[src/rtl/l2_req_arbiter.sv]
// Merges dcache, icache and prefetch requests onto the single L1-to-L2 request
// channel: dc/ic round-robin, prefetch lowest with anti-starvation, 2-entry output FIFO.
module l2_req_arbiter #(
    parameter int unsigned         DCID_W    = 5,
    parameter int unsigned         CMD_W     = 3,
    parameter int unsigned         PCSIGN_W  = 13,
    parameter int unsigned         LADDR_W   = 39,
    parameter int unsigned         SPTBR_W   = 38,
    parameter logic [CMD_W-1:0]    PF_CMD    = 3'd7,
    parameter logic [DCID_W-1:0]   PF_DCID   = 5'd31,
    parameter int unsigned         PF_STARVE = 15
) (
    input  logic                clk,
    input  logic                reset,

    input  logic                dc_req_valid,
    output logic                dc_req_retry,
    input  logic [DCID_W-1:0]   dc_req_dcid,
    input  logic [CMD_W-1:0]    dc_req_cmd,
    input  logic [PCSIGN_W-1:0] dc_req_pcsign,
    input  logic [LADDR_W-1:0]  dc_req_laddr,
    input  logic [SPTBR_W-1:0]  dc_req_sptbr,

    input  logic                ic_req_valid,
    output logic                ic_req_retry,
    input  logic [DCID_W-1:0]   ic_req_dcid,
    input  logic [CMD_W-1:0]    ic_req_cmd,
    input  logic [PCSIGN_W-1:0] ic_req_pcsign,
    input  logic [LADDR_W-1:0]  ic_req_laddr,
    input  logic [SPTBR_W-1:0]  ic_req_sptbr,

    input  logic                pf_req_valid,
    output logic                pf_req_retry,
    input  logic [LADDR_W-1:0]  pf_req_laddr,
    input  logic [SPTBR_W-1:0]  pf_req_sptbr,

    output logic                l1tol2_req_valid,
    input  logic                l1tol2_req_retry,
    output logic [DCID_W-1:0]   l1tol2_req_dcid,
    output logic [CMD_W-1:0]    l1tol2_req_cmd,
    output logic [PCSIGN_W-1:0] l1tol2_req_pcsign,
    output logic [LADDR_W-1:0]  l1tol2_req_laddr,
    output logic [SPTBR_W-1:0]  l1tol2_req_sptbr
);

    localparam int unsigned ENT_W = DCID_W + CMD_W + PCSIGN_W + LADDR_W + SPTBR_W;
    localparam int unsigned PFW_W = $clog2(PF_STARVE + 1);
    localparam logic [PFW_W-1:0] PF_MAX = PFW_W'(PF_STARVE);

    typedef enum logic [1:0] {GNT_NONE, GNT_DC, GNT_IC, GNT_PF} grant_e;
    typedef enum logic {RR_DC, RR_IC} rr_e;

    logic [ENT_W-1:0] r_mem [2];
    logic             r_wptr;
    logic             r_rptr;
    logic [1:0]       r_count;
    rr_e              r_rr_last;
    logic [PFW_W-1:0] r_pf_wait;

    grant_e           w_grant;
    logic             w_space;
    logic             w_push;
    logic             w_pop;
    logic [ENT_W-1:0] w_entry;

    // Space comes from the registered count only; a same-cycle pop does not free a slot.
    assign w_space = (r_count != 2'd2);
    assign w_push  = (w_grant != GNT_NONE);
    assign w_pop   = l1tol2_req_valid && !l1tol2_req_retry;

    always_comb begin
        w_grant = GNT_NONE;
        if (reset && w_space) begin
            if (pf_req_valid && (r_pf_wait == PF_MAX))
                w_grant = GNT_PF;
            else if (dc_req_valid && ic_req_valid)
                w_grant = (r_rr_last == RR_DC) ? GNT_IC : GNT_DC;
            else if (dc_req_valid)
                w_grant = GNT_DC;
            else if (ic_req_valid)
                w_grant = GNT_IC;
            else if (pf_req_valid)
                w_grant = GNT_PF;
        end
    end

    always_comb begin
        w_entry = '0;
        case (w_grant)
            GNT_DC:  w_entry = {dc_req_dcid, dc_req_cmd, dc_req_pcsign, dc_req_laddr, dc_req_sptbr};
            GNT_IC:  w_entry = {ic_req_dcid, ic_req_cmd, ic_req_pcsign, ic_req_laddr, ic_req_sptbr};
            GNT_PF:  w_entry = {PF_DCID, PF_CMD, {PCSIGN_W{1'b0}}, pf_req_laddr, pf_req_sptbr};
            default: w_entry = '0;
        endcase
    end

    assign dc_req_retry = (w_grant != GNT_DC);
    assign ic_req_retry = (w_grant != GNT_IC);
    assign pf_req_retry = (w_grant != GNT_PF);

    always_ff @(posedge clk or negedge reset) begin
        if (!reset) begin
            r_mem[0]  <= '0;
            r_mem[1]  <= '0;
            r_wptr    <= 1'b0;
            r_rptr    <= 1'b0;
            r_count   <= '0;
            r_rr_last <= RR_IC;
            r_pf_wait <= '0;
        end else begin
            if (w_push) begin
                r_mem[r_wptr] <= w_entry;
                r_wptr        <= ~r_wptr;
            end
            if (w_pop)
                r_rptr <= ~r_rptr;
            r_count <= r_count + 2'(w_push) - 2'(w_pop);

            if (w_grant == GNT_DC)
                r_rr_last <= RR_DC;
            else if (w_grant == GNT_IC)
                r_rr_last <= RR_IC;

            if (!pf_req_valid || (w_grant == GNT_PF))
                r_pf_wait <= '0;
            else if (r_pf_wait != PF_MAX)
                r_pf_wait <= r_pf_wait + PFW_W'(1);
        end
    end

    assign l1tol2_req_valid = (r_count != 2'd0);
    assign {l1tol2_req_dcid, l1tol2_req_cmd, l1tol2_req_pcsign,
            l1tol2_req_laddr, l1tol2_req_sptbr} = r_mem[r_rptr];

endmodule

[config.mk]
export PLATFORM = sky130hd
export DESIGN_NAME = l2_req_arbiter
export DESIGN_NICKNAME = d
export VERILOG_FILES = /design/src/rtl/l2_req_arbiter.sv
export SDC_FILE = /design/constraint.sdc
export NUM_CORES = 1
export LEC_CHECK = 0
export CAP_MARGIN = 15
export CORE_ASPECT_RATIO = 1.25
export CORE_UTILIZATION = 30
export CTS_CLUSTER_DIAMETER = 100
export DETAILED_ROUTE_END_ITERATION = 10
export PLACE_DENSITY = 0.59
export SLEW_MARGIN = 30
export SYNTH_ARGS = -nofsm -noshare
export SYNTH_HDL_FRONTEND = slang
export SYNTH_SLANG_ARGS = --single-unit
[constraint.sdc]
create_clock -name clk -period 3.1 [get_ports clk]
set_input_delay 0.31 -clock clk [delete_from_list [all_inputs] [get_ports clk]]
set_output_delay 0.31 -clock clk [all_outputs]
set_load 0.02 [all_outputs]
==> summary.md <==
| Metric | Value |
|---|---|
| Outcome | `finished, final reports clean` |
| DRC viols | `0` |
| Crit path launch type | `register` |
| WS Path Type | `reg -> out` |
| Simple-gate area share of the yosys netlist | `8.22%` |
| Worst-case headroom to the max-slew limit | `36.3%` |
| Leakage power of the design | `6.24 nW` |
| Wire length of the first global-routing pass | `50.1 mm` |
| Total global-route track usage | `about a fifth` |
| Number of setup violations in the final report | `0` |
| Most common flop cell mapped by yosys | `dfrtp_1` |
| Cell chosen for the clock root | `clkbuf_16` |
| Post-synthesis share of cell area spent on xor and xnor gates | `0.445%` |
| Core area | `approximately 0.032 mm²` |
| Largest family of logic cells by synthesized area | `compound AO/OA/AOI/OAI gates` |
| Worst reg2reg startpoint | `r_pf_wait[0]$_DFFE_PN0P_` |
| Synth warn | `0` |
| Final number of max-transition violations | `0` |
| Starting density of the core | `30.7%` |
| Total half-perimeter wirelength after legalization and detailed placement | `about 22 mm` |
| CTS tree | `built` |
| Most common library cell in the layout ignoring fill and taps | `clkdlybuf4s50_1` |
| Final critical path time including I/O delays and setup | `2850 ps` |
| Max FO, Critical Path | `13` |
| Worst R2R End | `r_mem[190]$_DFFE_PN0P_` |
| Number of primary I/O pins | `381` |
| Total die area | `0.0336 mm²` |
| Clock Skew | `23.6 ps` |
| Height of the die | `205 µm` |
| Data arrival time of the worst path | `2540 ps` |
| Type of the worst min-delay path | `reg -> reg` |
| Synthesis-stage register bit count | `205` |
| Number of unique standard cell types used by synthesis | `34` |
| Period utilization | `~90%` |
| Area of the mapped netlist | `0.00985 mm²` |
| Final routed wire length divided by cell count | `19.7 µm` |
| Num CTS Buffers | `23` |
| Share of flip-flops with an asynchronous set or reset | `100%` |
| Portion of the post-synthesis area used by sequential elements | `a little over half` |
| Worst-case register-to-register setup slack | `450 ps` |
| Number of clock sinks | `205` |
| VDD IR max | `0.000463 V` |
| Setup_tns | `0 ps` |
| Number of nets in the synthesized netlist | `1202` |
| Worst hold-check slack | `about 470 ps` |
| Cell count of the worst reg-to-reg path | `6` |
| Clock input transition at the sequential cells of the worst setup and hold paths | `60 ps` |
| Critical path destination | `ic_req_retry` |
| Drt first pass iters | `9` |
| Net count, final | `around 1600` |
| Via count of the first global-routing pass | `8733` |
| Power density normalized to cell area | `813 mW/mm²` |
| Max Fclk | `351 MHz` |
| Critical Path Sink Type | `primary output` |
| Number of antenna violations at the first check in global routing | `1` |
| Hold violation total from the final report | `0` |
| Area overhead of the layout relative to synthesis | `51.5%` |
| Share of synthesized area spent on multiplexers | `14.3%` |
| Slew @ Worst Pin | `956 ps` |
| Vias/cell | `5.10` |
| Post-synthesis average cell area | `10.8 µm²` |
| Remaining number of nets flagged by the antenna check after routing | `0` |
| Placement Rows | `73` |
| Required time of the worst setup path | `between 2000 and 3000 ps` |
| First DRT Iteration DRCs | `between 600 and 700` |
| Synthesized netlist cell count | `between 900 and 1000` |
| Max-capacitance violation count | `0` |
| Via count of the routed design | `8628` |
| Total Wirelength | `33.4 mm` |
| H-tree depth | `1` |
| Number of inserted diodes | `0` |
| Routability cong. | `0.791` |
| Port-buffer cells | `380` |
| Most frequent cells in the layout | `378 x clkdlybuf4s50_1, 203 x dfrtp_1, 175 x nand2_1` |
| Crit path launch | `r_pf_wait[0]$_DFFE_PN0P_` |
| Maximum number of pins on one net before global-route repair | `99` |
| Clock network latency to the later pin of the worst-skew pair | `510 ps` |
| Max clock buf depth | `3` |
| Post-Synth Adder-Cell Area | `1.02%` |
| Unrepaired setup endpoints after global routing | `no` |
| Horizontal die dimension | `~160 µm` |
| Compound-cell area share of the yosys netlist | `19.4%` |
| Overflow left after global routing | `0` |
| Number of synthesized flops with an enable pin | `0` |
| Ratio of cells with drive above 1 in the final layout | `17.3%` |
through the flow:
stage | cell area (µm²) | power, mW | util (%) | setup WS, ps | cells
after floorplan | 9850 | 7.09 | - | 881 | 915
after global placement | 14100 | 9.36 | 43.8 | 179 | 1645
after detailed placement | 14100 | 9.44 | 43.8 | 141 | 1645
after CTS | 14900 | 12.3 | 46.4 | 60.5 | 1690
after global routing | 14900 | 12.8 | 46.5 | 97.2 | 1693
final | 14900 | 12.1 | 46.5 | 248 | 1693
cells by family after synthesis:
kind of cell / Yosys count
multiplexers: 125
flip-flops: 205
buffers and inverters: 90
XOR/XNOR: 5
AND/OR/NAND/NOR: 206
AO/OA/AOI/OAI: 276
adder cells (fa/ha/maj): 8
worst min-delay path by stage:
stage / startpoint / to / cells after the start
2_1_floorplan: reset / r_count[0]$_DFF_PN0_ / 0
3_3_place_gp: r_mem[66]$_DFFE_PN0P_ / r_mem[66]$_DFFE_PN0P_ / 2
3_5_place_dp: r_mem[18]$_DFFE_PN0P_ / r_mem[18]$_DFFE_PN0P_ / 2
4_1_cts: pf_req_sptbr[3] / r_mem[3]$_DFFE_PN0P_ / 3
5_1_grt: r_mem[107]$_DFFE_PN0P_ / r_mem[107]$_DFFE_PN0P_ / 2
6_report: r_mem[18]$_DFFE_PN0P_ / r_mem[18]$_DFFE_PN0P_ / 2
power by group:
group          internal, mW  switching, mW  leakage [nW]  total (mW)
logic                  2.52           2.86          3.06        5.38
clock network          1.66           1.08         0.376        2.74
registers              3.57          0.437          2.80        4.00
synthesized netlist by cell type, types with 2 or more instances:
cell type | number | share of area [%]
nor2_1 | 18 | 0.69
buf_2 | 22 | 1.1
clkbuf_2 | 5 | 0.25
a31o_2 | 2 | 0.18
ha_1 | 8 | 1.0
buf_4 | 3 | 0.23
dfrtp_1 | 204 | 52
a221oi_1 | 8 | 0.71
inv_1 | 6 | 0.23
nand2_1 | 175 | 6.7
buf_6 | 8 | 0.92
a31oi_1 | 3 | 0.19
nand3_1 | 2 | 0.10
o21ai_2 | 19 | 1.7
nor3_1 | 2 | 0.10
mux2_2 | 124 | 14
a22oi_1 | 13 | 0.99
buf_1 | 3 | 0.11
o21ai_1 | 31 | 1.6
o21ai_0 | 122 | 6.2
nand2b_1 | 2 | 0.13
xnor2_1 | 4 | 0.36
or2_2 | 2 | 0.13
clkbuf_1 | 43 | 1.6
a222oi_1 | 77 | 7.8
registers in the layout, summed over array words and instances, names as in the netlist:
name	flops
r_mem	196
r_pf_wait	4
r_count	2
r_rptr	1
r_rr_last	1
r_wptr	1
critical path, stage by stage, from the launching register on:
cell           delay, ps
dfrtp_1              410
ha_1                 270
nand4_1              200
a31oi_1              200
buf_4                170
ha_4                 360
inv_1                 60
dlygate4sd2_1        360
repair_timing:
action                                  CTS  global route
resized for setup                         2             1
buffers inserted                          3             3
hold buffers                              1             0
endpoints found under the hold margin     2             0
pin swaps                                 1             1
endpoints found under the setup margin    2             1
cell type report:
type	instances	area, µm²
Clock inverter	8	103
Clock buffer	33	663
Sequential cell	205	5130
Fill cell	3036	17100
Tap cell	412	515
Inverter	6	22.5
Multi-Input combinational cell	620	4330
Timing Repair Buffer	409	4150
metal layers:
metal	wire length (µm)	vias up	part of all wire, %	track usage (%)
met5	17	-	0.051	0
met4	695	2	2.1	5.13
met3	2010	46	6.0	2.73
met2	16800	288	50	33.8
met1	13900	4212	42	25.0
li1	-	4080	-	-
(Power assumes the default switching activity.)
